<file path="config.mk">
export PLATFORM = sky130hd
export DESIGN_NAME = fractal_stream_buffer_flat
export DESIGN_NICKNAME = d
export VERILOG_FILES = /design/src/rtl/fractal_stream_buffer_if.sv /design/src/rtl/fractal_stream_buffer.sv /design/src/flat_wrapper.sv
export SDC_FILE = /design/constraint.sdc
export NUM_CORES = 1
export LEC_CHECK = 0
export ABC_AREA = 1
export BUFFER_PORTS_ARGS = -buffer_cell sky130_fd_sc_hd__buf_2
export CORE_MARGIN = 3
export CORE_UTILIZATION = 35
export CTS_BUF_LIST = sky130_fd_sc_hd__clkbuf_4 sky130_fd_sc_hd__clkbuf_8 sky130_fd_sc_hd__clkbuf_16
export CTS_CLUSTER_DIAMETER = 80
export CTS_CLUSTER_SIZE = 24
export DETAILED_ROUTE_END_ITERATION = 7
export HOLD_SLACK_MARGIN = 0.02
export PLACE_DENSITY = 0.48
export SLEW_MARGIN = 40
export SYNTH_ARGS = -nofsm -noshare
export SYNTH_HDL_FRONTEND = slang
export SYNTH_SLANG_ARGS = --single-unit
</file>
<file path="constraint.sdc">
create_clock -name aclk -period 7.9 [get_ports aclk]
set_clock_uncertainty 0.05 [all_clocks]
set_input_delay 1.58 -clock aclk [delete_from_list [all_inputs] [get_ports aclk]]
set_output_delay 1.58 -clock aclk [all_outputs]
set_load 0.01 [all_outputs]
</file>
<file path="src/rtl/fractal_stream_buffer_if.sv">
// AXI4-Stream pixel bus between the stream buffer and its downstream consumer.
interface fractal_stream_buffer_if #(
  parameter int unsigned DATA_WIDTH = 24
);
  localparam int unsigned STRB_W = DATA_WIDTH / 8;

  logic                  tvalid;
  logic [DATA_WIDTH-1:0] tdata;
  logic [STRB_W-1:0]     tstrb;
  logic                  tuser;
  logic                  tlast;
  logic                  tready;

  modport master (
    output tvalid, tdata, tstrb, tuser, tlast,
    input  tready
  );

  modport slave (
    input  tvalid, tdata, tstrb, tuser, tlast,
    output tready
  );
endinterface

</file>
<file path="src/rtl/fractal_stream_buffer.sv">
// Elastic FWFT buffer turning the push-only colorizer output into an AXI4-Stream
// master with backpressure; on overflow it drops pixels until the next frame start.
module fractal_stream_buffer #(
  parameter int unsigned DATA_WIDTH         = 24,
  parameter int unsigned DEPTH              = 64,
  parameter int unsigned ALMOST_FULL_MARGIN = 8
) (
  input  logic                    aclk,
  input  logic                    areset,
  input  logic [DATA_WIDTH-1:0]   data_in,
  input  logic                    frame_start_in,
  input  logic                    line_end_in,
  input  logic                    data_enable_in,
  output logic                    stall_out,
  fractal_stream_buffer_if.master m_axis,
  output logic [$clog2(DEPTH):0]  level,
  output logic                    dropping,
  output logic [15:0]             overflow_count
);

  localparam int unsigned PTR_W   = $clog2(DEPTH);
  localparam int unsigned LVL_W   = PTR_W + 1;
  localparam int unsigned ENTRY_W = DATA_WIDTH + 2;
  localparam int unsigned STRB_W  = DATA_WIDTH / 8;

  typedef enum logic {
    ST_PASS = 1'b0,
    ST_DROP = 1'b1
  } state_t;

  state_t             state;
  state_t             state_nxt;
  logic [ENTRY_W-1:0] mem [DEPTH];
  logic [PTR_W-1:0]   wr_ptr;
  logic [PTR_W-1:0]   rd_ptr;
  logic [ENTRY_W-1:0] head;
  logic [ENTRY_W-1:0] entry_in;
  logic               valid;
  logic               pop;
  logic               space;
  logic               push;
  logic               ovf_inc;

  assign valid    = (level != '0);
  assign pop      = valid && m_axis.tready;
  // A full FIFO still has room when the head leaves on the same edge.
  assign space    = (level < LVL_W'(DEPTH)) || pop;
  assign entry_in = {frame_start_in, line_end_in, data_in};
  assign head     = mem[rd_ptr];

  // State register
  always_ff @(posedge aclk or posedge areset) begin
    if (areset) begin
      state <= ST_PASS;
    end else begin
      state <= state_nxt;
    end
  end

  // Accept/drop decision; DROP only recovers on a frame start that fits
  always_comb begin
    state_nxt = state;
    push      = 1'b0;
    ovf_inc   = 1'b0;
    case (state)
      ST_PASS: begin
        if (data_enable_in) begin
          if (space) begin
            push = 1'b1;
          end else begin
            ovf_inc   = 1'b1;
            state_nxt = ST_DROP;
          end
        end
      end
      ST_DROP: begin
        if (data_enable_in && frame_start_in && space) begin
          push      = 1'b1;
          state_nxt = ST_PASS;
        end
      end
      default: state_nxt = ST_PASS;
    endcase
  end

  // Pointers, occupancy and overflow statistics
  always_ff @(posedge aclk or posedge areset) begin
    if (areset) begin
      wr_ptr         <= '0;
      rd_ptr         <= '0;
      level          <= '0;
      overflow_count <= '0;
    end else begin
      if (push) begin
        wr_ptr <= wr_ptr + PTR_W'(1);
      end
      if (pop) begin
        rd_ptr <= rd_ptr + PTR_W'(1);
      end
      case ({push, pop})
        2'b10:   level <= level + LVL_W'(1);
        2'b01:   level <= level - LVL_W'(1);
        default: level <= level;
      endcase
      if (ovf_inc && (overflow_count != 16'hFFFF)) begin
        overflow_count <= overflow_count + 16'd1;
      end
    end
  end

  // Storage is deliberately left out of reset
  always_ff @(posedge aclk) begin
    if (push) begin
      mem[wr_ptr] <= entry_in;
    end
  end

  assign stall_out = (LVL_W'(DEPTH) - level) <= LVL_W'(ALMOST_FULL_MARGIN);
  assign dropping  = (state == ST_DROP);

  // Payload is zeroed while idle so the bus never shows stale entries
  assign m_axis.tvalid = valid;
  assign m_axis.tdata  = valid ? head[DATA_WIDTH-1:0] : '0;
  assign m_axis.tuser  = valid ? head[ENTRY_W-1]      : 1'b0;
  assign m_axis.tlast  = valid ? head[ENTRY_W-2]      : 1'b0;
  assign m_axis.tstrb  = {STRB_W{1'b1}};

endmodule
</file>
<file path="src/flat_wrapper.sv">
// flat-port wrapper written by rule: the top's interface ports become plain ports
module fractal_stream_buffer_flat 
#(
  parameter int unsigned DATA_WIDTH         = 24,
  parameter int unsigned DEPTH              = 64,
  parameter int unsigned ALMOST_FULL_MARGIN = 8
)
  (aclk, areset, data_in, frame_start_in, line_end_in, data_enable_in, stall_out, level, dropping, overflow_count, m_axis_tvalid, m_axis_tdata, m_axis_tstrb, m_axis_tuser, m_axis_tlast, m_axis_tready);
  fractal_stream_buffer_if #(.DATA_WIDTH(DATA_WIDTH)) m_axis_i ();
  input  logic aclk;
  input  logic areset;
  input  logic [DATA_WIDTH-1:0] data_in;
  input  logic frame_start_in;
  input  logic line_end_in;
  input  logic data_enable_in;
  output logic stall_out;
  output logic [$clog2(DEPTH):0] level;
  output logic dropping;
  output logic [15:0] overflow_count;
  output wire logic [$bits(m_axis_i.tvalid)-1:0] m_axis_tvalid;
  output wire logic [$bits(m_axis_i.tdata)-1:0] m_axis_tdata;
  output wire logic [$bits(m_axis_i.tstrb)-1:0] m_axis_tstrb;
  output wire logic [$bits(m_axis_i.tuser)-1:0] m_axis_tuser;
  output wire logic [$bits(m_axis_i.tlast)-1:0] m_axis_tlast;
  input wire logic [$bits(m_axis_i.tready)-1:0] m_axis_tready;
  assign m_axis_tvalid = m_axis_i.tvalid;
  assign m_axis_tdata = m_axis_i.tdata;
  assign m_axis_tstrb = m_axis_i.tstrb;
  assign m_axis_tuser = m_axis_i.tuser;
  assign m_axis_tlast = m_axis_i.tlast;
  assign m_axis_i.tready = m_axis_tready;
  fractal_stream_buffer #(.DATA_WIDTH(DATA_WIDTH), .DEPTH(DEPTH), .ALMOST_FULL_MARGIN(ALMOST_FULL_MARGIN)) u_core (.aclk(aclk), .areset(areset), .data_in(data_in), .frame_start_in(frame_start_in), .line_end_in(line_end_in), .data_enable_in(data_enable_in), .stall_out(stall_out), .m_axis(m_axis_i), .level(level), .dropping(dropping), .overflow_count(overflow_count));
endmodule
</file>
==> flow_metrics.env, run 1 <==
export IMPL_status="complete, no violations"
export IMPL_htree_num_levels=3
export IMPL_portBuffers=81
export IMPL_fill_cells=19380
export IMPL_syn_area_um2=71330
export IMPL_ant_nets=0
export IMPL_area_growth_pct=11.47
export IMPL_post_drt_wl_per_cell_um=24.54
export IMPL_synth_ff_type="edfxtp_1"
export IMPL_final_setup_tns_ns=0
export IMPL_synth_area_leaders="edfxtp_1 (70%), nand2_1 (10%), nand3_1 (6.3%), inv_1 (3.3%), nor2_1 (3.0%)"
export IMPL_multi_input_area_um2=16840
export IMPL_power_internal_mw=15.50
export IMPL_core_um2=202300
export IMPL_max_clock_freq_ghz=0.1561
export IMPL_start_util=0.3526
export IMPL_worstPathArrival_ns=4.78
export IMPL_drc=0
export IMPL_dr_pass1_iters=5
export IMPL_fin_nets=6588
export IMPL_rsz0062_at_grt="no"
export IMPL_cts_buffer_depth=3
export IMPL_post_route_cell_area_um2=79520
export IMPL_cts_resized=0
export IMPL_cellLeakagePower_nw=30.27
export IMPL_dp_cells=9113
export IMPL_io_pins=85
export IMPL_synth_seq_cells=1700
export IMPL_grt_pass1_vias=44510
export IMPL_grt_max_degree=147
export IMPL_cp_end_kind="output port"
export IMPL_yosysMostFrequentCell="nand2_1"
export IMPL_seqPwrFrac=0.387
export IMPL_grtUsageTotal=0.2150
export IMPL_grt_overflow_total=0
export IMPL_dpl_hpwl_mm=128.2
export IMPL_clk_pin_slew_worst_paths_ns=0.10
export IMPL_maxSlewHeadroom=0.4018
export IMPL_maxCapViolations=0
export IMPL_synth_top_area_share=0.7005
export IMPL_ys_seq_area_frac=0.7131
export IMPL_ff_latch_area_um2=50880
export IMPL_crit_required_ns=6.27
export IMPL_place_congestion=0.8099
export IMPL_sw_frac_of_total=0.4236
export IMPL_synth_area_leader_cell="edfxtp_1"
export IMPL_die_h_um=457.5
export IMPL_path_max_fanout=35
export IMPL_viasPerCell=5.030
export IMPL_ys_types=28
export IMPL_tightest_slew_ns=0.8973
export IMPL_slew_violations=0
export IMPL_vias=46840
export IMPL_p_switching_mw=11.39
export IMPL_grt_pass1_wl_mm=328.8
export IMPL_post_cts_setup_buffers=0
export IMPL_numCtsBuffers=104
export IMPL_synth_edf_count=1664
export IMPL_clk_latency_ns=0.77
export IMPL_cts_tree="yes"
export IMPL_clock_sinks=1700
export IMPL_die_area_um2=209300
export IMPL_setup_viol=0
export IMPL_min_path_type="flop to flop"
export IMPL_path_class="flop to output port"
export IMPL_pwr_share_clk=0.227
export IMPL_core_rowCount=165
export IMPL_ctsHoldBuffers=0
export IMPL_start_kind="flop"
export IMPL_fin_crit_sh=0.8111
export IMPL_cts_root_buf="clkbuf_16"
export IMPL_ys_async_sr_fraction=0.02118
export IMPL_netlist_top_cells_count="nand2_1 (1,979), edfxtp_1 (1,664), nand3_1 (898)"
export IMPL_post_dp_cell_area_um2=75830
export IMPL_combinationalPowerShare=0.385
export IMPL_totalWireLength_mm=228.5
export IMPL_ir_worst_vdd_v=0.0002506
export IMPL_fp_dieW_um=457.5
export IMPL_drive_gt1_frac=0.07728
export IMPL_fin_cells=9312
export IMPL_hold_violations=0
export IMPL_layout_min_cycle_time_ns=6.408
export IMPL_antenna_found_initial=5
export IMPL_syn_area_per_cell_um2=10.88
export IMPL_synth_warnings=0
export IMPL_synthCells=6555
export IMPL_p_per_area_nw_per_um2=338.1
export IMPL_first_iter_violations=4499
-- critical path: stages (launching register included) --
cell	delay [ns]
dfrtp_4	0.62
inv_4	0.53
nand2_4	0.35
inv_2	0.61
buf_4	0.50
nand2_1	0.12
nand2_1	0.08
nor2_1	0.05
nand2_1	0.17
nand3_1	0.22
a21oi_1	0.46
buf_2	0.21
-- cell type report --
| type | instances | area share |
|---|---|---|
| clock buffer | 109 | 0.03342 |
| sequential | 1700 | 0.6399 |
| inverter | 635 | 0.03042 |
| clock inverter | 84 | 0.01166 |
| multi-input combinational | 3864 | 0.2117 |
| timing repair buffer | 246 | 0.03081 |
| antenna | 2 | 0.00006294 |
| tap | 2672 | 0.04204 |
-- worst paths after layout --
check,slack [ns],start,end,cells after the start
setup / recovery,1.49,u_core.rd_ptr[2],m_axis_tdata[11],11
hold / removal,0.47,u_core.overflow_count[14],u_core.overflow_count[14],1
setup reg to reg,4.81,u_core.level[6],u_core.mem[27][8],7
hold reg to reg,0.47,u_core.overflow_count[14],u_core.overflow_count[14],1
max in group asynchronous,6.50,areset,u_core.rd_ptr[0],3
min in group asynchronous,0.87,areset,u_core.overflow_count[2],3
-- stage by stage --
| step | total power [mW] | worst slack, ns | utilization | hold WS (ns) |
|---|---|---|---|---|
| floorplan | 16.59 | 3.930 | - | 0.4515 |
| global placement | 21.06 | 2.146 | 0.3710 | 0.4467 |
| detailed placement | 21.08 | 2.217 | 0.3748 | 0.4532 |
| CTS | 27.15 | 1.348 | 0.3925 | 0.4705 |
| global route | 28.30 | 1.330 | 0.3930 | 0.5013 |
| finish | 26.89 | 1.492 | 0.3930 | 0.4708 |
-- power by group through the flow --
| stage | sequential, mW | clock (mW) | combinational, mW |
|---|---|---|---|
| 3_3_place_gp | 10.7 | 0 | 10.4 |
| 4_1_cts | 10.4 | 6.26 | 10.5 |
| 3_5_place_dp | 10.6 | 0 | 10.5 |
| 2_1_floorplan | 10.5 | 0 | 6.12 |
| 5_1_grt | 10.4 | 6.56 | 11.3 |
| 6_report | 10.4 | 6.11 | 10.4 |
-- registers in the layout, summed over array words and instances (netlist names) --
name / count
u_core.mem: 1664
u_core.level: 7
u_core.rd_ptr: 6
u_core.dropping: 1
u_core.wr_ptr: 6
u_core.overflow_count: 16
-- layout by cell type, fill, tap and decap left out, types with 80 or more instances in the layout --
cell	n
inv_1	625
nand3_1	897
nor2_1	502
edfxtp_1	1664
buf_2	80
nand2_1	1978
clkbuf_16	105
o21ai_0	220
a21oi_1	106
buf_4	92
-- logic make-up (layout without fill, tap and decap cells) --
kind of cell             after synthesis  count (layout)  synth area share
AO/OA/AOI/OAI                        333             333           0.02345
XOR/XNOR                              30              30          0.003684
adder cells (fa/ha/maj)                7               7          0.001228
buffers and inverters                993            1074           0.05753
flip-flops                          1700            1700            0.7131
other                                  1               5        0.00005257
AND/OR/NAND/NOR                     3491            3491            0.2009
-- metal layers --
metal  part of all wire  track usage  vias to the layer above
li1                   -            -                    21840
met3              0.048      0.02210                      250
met1               0.43       0.2898                    23450
met4              0.032      0.06783                        0
met2               0.49       0.3655                     1297
met5                  0            0                        -
Power figures use the tool's default switching activity.
==> inputs of run 2 (changes only) <==
--- a/config.mk
+++ b/config.mk
@@ -5,7 +5,7 @@
 export SDC_FILE = /design/constraint.sdc
 export NUM_CORES = 1
 export LEC_CHECK = 0
-export ABC_AREA = 1
+export ABC_AREA = 0
 export BUFFER_PORTS_ARGS = -buffer_cell sky130_fd_sc_hd__buf_2
 export CORE_MARGIN = 3
 export CORE_UTILIZATION = 35
@@ -14,7 +14,7 @@
 export CTS_CLUSTER_SIZE = 24
 export DETAILED_ROUTE_END_ITERATION = 7
 export HOLD_SLACK_MARGIN = 0.02
-export PLACE_DENSITY = 0.48
+export PLACE_DENSITY = 0.5
 export SLEW_MARGIN = 40
 export SYNTH_ARGS = -nofsm -noshare
 export SYNTH_HDL_FRONTEND = slang
==> constraint.sdc (replaced) <==
create_clock -name aclk -period 5.6 [get_ports aclk]
set_clock_uncertainty 0.05 [all_clocks]
set_input_delay 1.12 -clock aclk [delete_from_list [all_inputs] [get_ports aclk]]
set_output_delay 1.12 -clock aclk [all_outputs]
set_load 0.01 [all_outputs]
==> run 2 against run 1 <==
Effect of this change: synthesized cell count fell by 51%; largest power group unchanged; sequential share of layout area rose by 4.1 points; global-route usage fell by 2.5 points; worst hold slack got worse by 0.024 ns; via count fell by 31%.
==> flow_metrics.env, run 2 <==
export IMPL_maxSlewHeadroom=0.4165
export IMPL_ir_worst_vdd_v=0.0003632
export IMPL_netlist_top_cells_count="edfxtp_1 (1,664), mux2i_1 (338), mux4_2 (260)"
export IMPL_max_clock_freq_ghz=0.1805
export IMPL_portBuffers=81
export IMPL_cts_buffer_depth=3
export IMPL_maxCapViolations=0
export IMPL_ff_latch_area_um2=50890
export IMPL_final_setup_tns_ns=0
export IMPL_first_iter_violations=3398
export IMPL_area_growth_pct=13.19
export IMPL_post_route_cell_area_um2=74780
export IMPL_grt_pass1_vias=32560
export IMPL_synth_ff_type="edfxtp_1"
export IMPL_grtUsageTotal=0.1898
export IMPL_synth_top_area_share=0.7563
export IMPL_grt_pass1_wl_mm=259.6
export IMPL_fp_dieW_um=440.5
export IMPL_htree_num_levels=3
export IMPL_cts_root_buf="clkbuf_16"
export IMPL_start_util=0.3540
export IMPL_drc=0
export IMPL_core_rowCount=158
export IMPL_clock_sinks=1700
export IMPL_dp_slack_ns=0.6907
export IMPL_drive_gt1_frac=0.2592
export IMPL_top_register="u_core.mem"
export IMPL_layout_setup_ws_ns=0.05942
export IMPL_synth_area_leaders="edfxtp_1 (76%), mux4_2 (8.9%), mux2i_1 (5.1%), dfrtp_1 (1.4%), nor2_1 (0.74%)"
export IMPL_io_pins=85
export IMPL_grt_overflow_total=0
export IMPL_largest_reg_flops=1664
export IMPL_setup_viol=0
export IMPL_layout_min_cycle_time_ns=5.541
export IMPL_place_congestion=0.7824
export IMPL_post_drt_wl_per_cell_um=31.06
export IMPL_numCtsBuffers=92
export IMPL_min_path_type="flop to flop"
export IMPL_synth_edf_count=1664
export IMPL_status="complete, no violations"
export IMPL_synth_warnings=0
export IMPL_mostFrequentLayoutCells="edfxtp_1 (1,664), mux2i_1 (338), mux4_2 (260)"
export IMPL_ys_async_sr_fraction=0.02118
export IMPL_fin_crit_sh=0.9894
export IMPL_reg_top3="u_core.mem: 1664 flops, u_core.overflow_count: 16 flops, u_core.level: 7 flops"
export IMPL_yosysMostFrequentCell="edfxtp_1"
export IMPL_ctsHoldBuffers=0
export IMPL_tightest_slew_ns=0.8731
export IMPL_final_common_cell="edfxtp_1"
export IMPL_multi_input_area_um2=14590
export IMPL_synth_seq_cells=1700
export IMPL_path_class="flop to output port"
export IMPL_hold_violations=0
export IMPL_dpl_hpwl_mm=112.4
export IMPL_post_dp_cell_area_um2=71640
export IMPL_totalWireLength_mm=185.7
export IMPL_cts_tree="yes"
export IMPL_rsz0062_at_grt="no"
export IMPL_antenna_found_initial=18
export IMPL_die_h_um=440.5
export IMPL_dr_pass1_iters=5
export IMPL_fin_nets=3468
export IMPL_clk_pin_slew_worst_paths_ns=0.10
export IMPL_crit_required_ns=4.43
export IMPL_syn_area_per_cell_um2=20.62
export IMPL_viasPerCell=5.440
export IMPL_ys_types=57
export IMPL_clk_latency_ns=0.73
export IMPL_synth_area_leader_cell="edfxtp_1"
export IMPL_vias=32530
export IMPL_rrSetupSlack_ns=1.76
export IMPL_synthCells=3204
export IMPL_syn_area_um2=66070
export IMPL_core_um2=186600
export IMPL_slew_violations=0
export IMPL_ant_nets=0
export IMPL_die_area_um2=194000
export IMPL_cellLeakagePower_nw=23.90
export IMPL_p_per_area_nw_per_um2=464.6
export IMPL_start_kind="flop"
export IMPL_ys_seq_area_frac=0.7699
export IMPL_fill_cells=16610
export IMPL_grt_max_degree=69
export IMPL_path_max_fanout=45
export IMPL_cp_end_kind="output port"
export IMPL_worstPathArrival_ns=4.37
[run 2: changes by cell type after synthesis, moves of 45 or more]
cell      delta
nand3_1    -883
inv_1      -606
mux4_2     +260
buf_2      -131
a21oi_1     -78
buf_1       -45
o22ai_1     +77
nand2_1   -1966
o21ai_0    -192
nor2_1     -436
o221ai_1    +52
a211oi_1    +59
mux2i_1    +338
[run 2: through the flow]
step                      total power, mW  utilization  std cells  hold slack [ns]
after floorplan                     21.82            -       3206           0.4347
after global placement              27.31       0.3789       5768           0.4236
after detailed placement            27.39       0.3839       5814           0.4299
after CTS                           35.04       0.4000       5972           0.4309
after global routing                36.03       0.4007       5976           0.4635
final                               34.74       0.4007       5979           0.4464
[run 2: critical path, cell delays in order (launching register included)]
cell       delay [ns]
dfrtp_4          0.81
buf_4            0.66
mux4_2           0.40
mux2i_1          0.49
nor2_1           0.19
a2111oi_2        0.50
o32ai_1          0.28
buf_2            0.22
[run 2: metal layers]
layer  track usage  wire [um]
met2        0.2898      84380
met4       0.06963       7798
met3       0.03477      10870
met5             0         80
met1        0.2719      82570
[run 2: worst paths after layout]
| check | startpoint | to | depth (start not counted) |
|---|---|---|---|
| max | u_core.rd_ptr[2] | m_axis_tdata[15] | 7 |
| min | u_core.overflow_count[5] | u_core.overflow_count[5] | 1 |
| max reg2reg | u_core.level[1] | u_core.level[6] | 13 |
| min reg2reg | u_core.overflow_count[5] | u_core.overflow_count[5] | 1 |
| max in group asynchronous | areset | u_core.rd_ptr[0] | 3 |
| min in group asynchronous | areset | u_core.overflow_count[5] | 3 |
[run 2: logic make-up after synthesis]
kind of cell / after synthesis / share of synthesized area
AO/OA/AOI/OAI: 384 / 0.04518
AND/OR/NAND/NOR: 227 / 0.01642
other: 1 / 0.00005676
XOR/XNOR: 32 / 0.004242
flip-flops: 1700 / 0.7699
buffers and inverters: 225 / 0.01793
multiplexers: 628 / 0.1449
adder cells (fa/ha/maj): 7 / 0.001326
[run 2: cell type report]
| class | count | share of cell area |
|---|---|---|
| diodes | 4 | 0.0001338 |
| multi-input cells | 1281 | 0.1951 |
| clock buffers | 117 | 0.03385 |
| repair buffers | 334 | 0.04139 |
| flip-flops and latches | 1700 | 0.6805 |
| clock inverters | 41 | 0.006475 |
| inverters | 22 | 0.001104 |
| well taps | 2480 | 0.04149 |
[run 2: timing repair]
action,in CTS,in global routing
pin swaps,0,0
endpoints found under the setup margin,2,2
gates resized for setup,1,2
endpoints found under the hold margin,0,0
setup buffers,0,0
[run 2: power breakdown]
| part | switching, mW | internal [mW] |
|---|---|---|
| registers | 0.402 | 14.3 |
| logic | 7.57 | 4.75 |
| clock network | 4.31 | 3.41 |
| total | 12.3 | 22.5 |
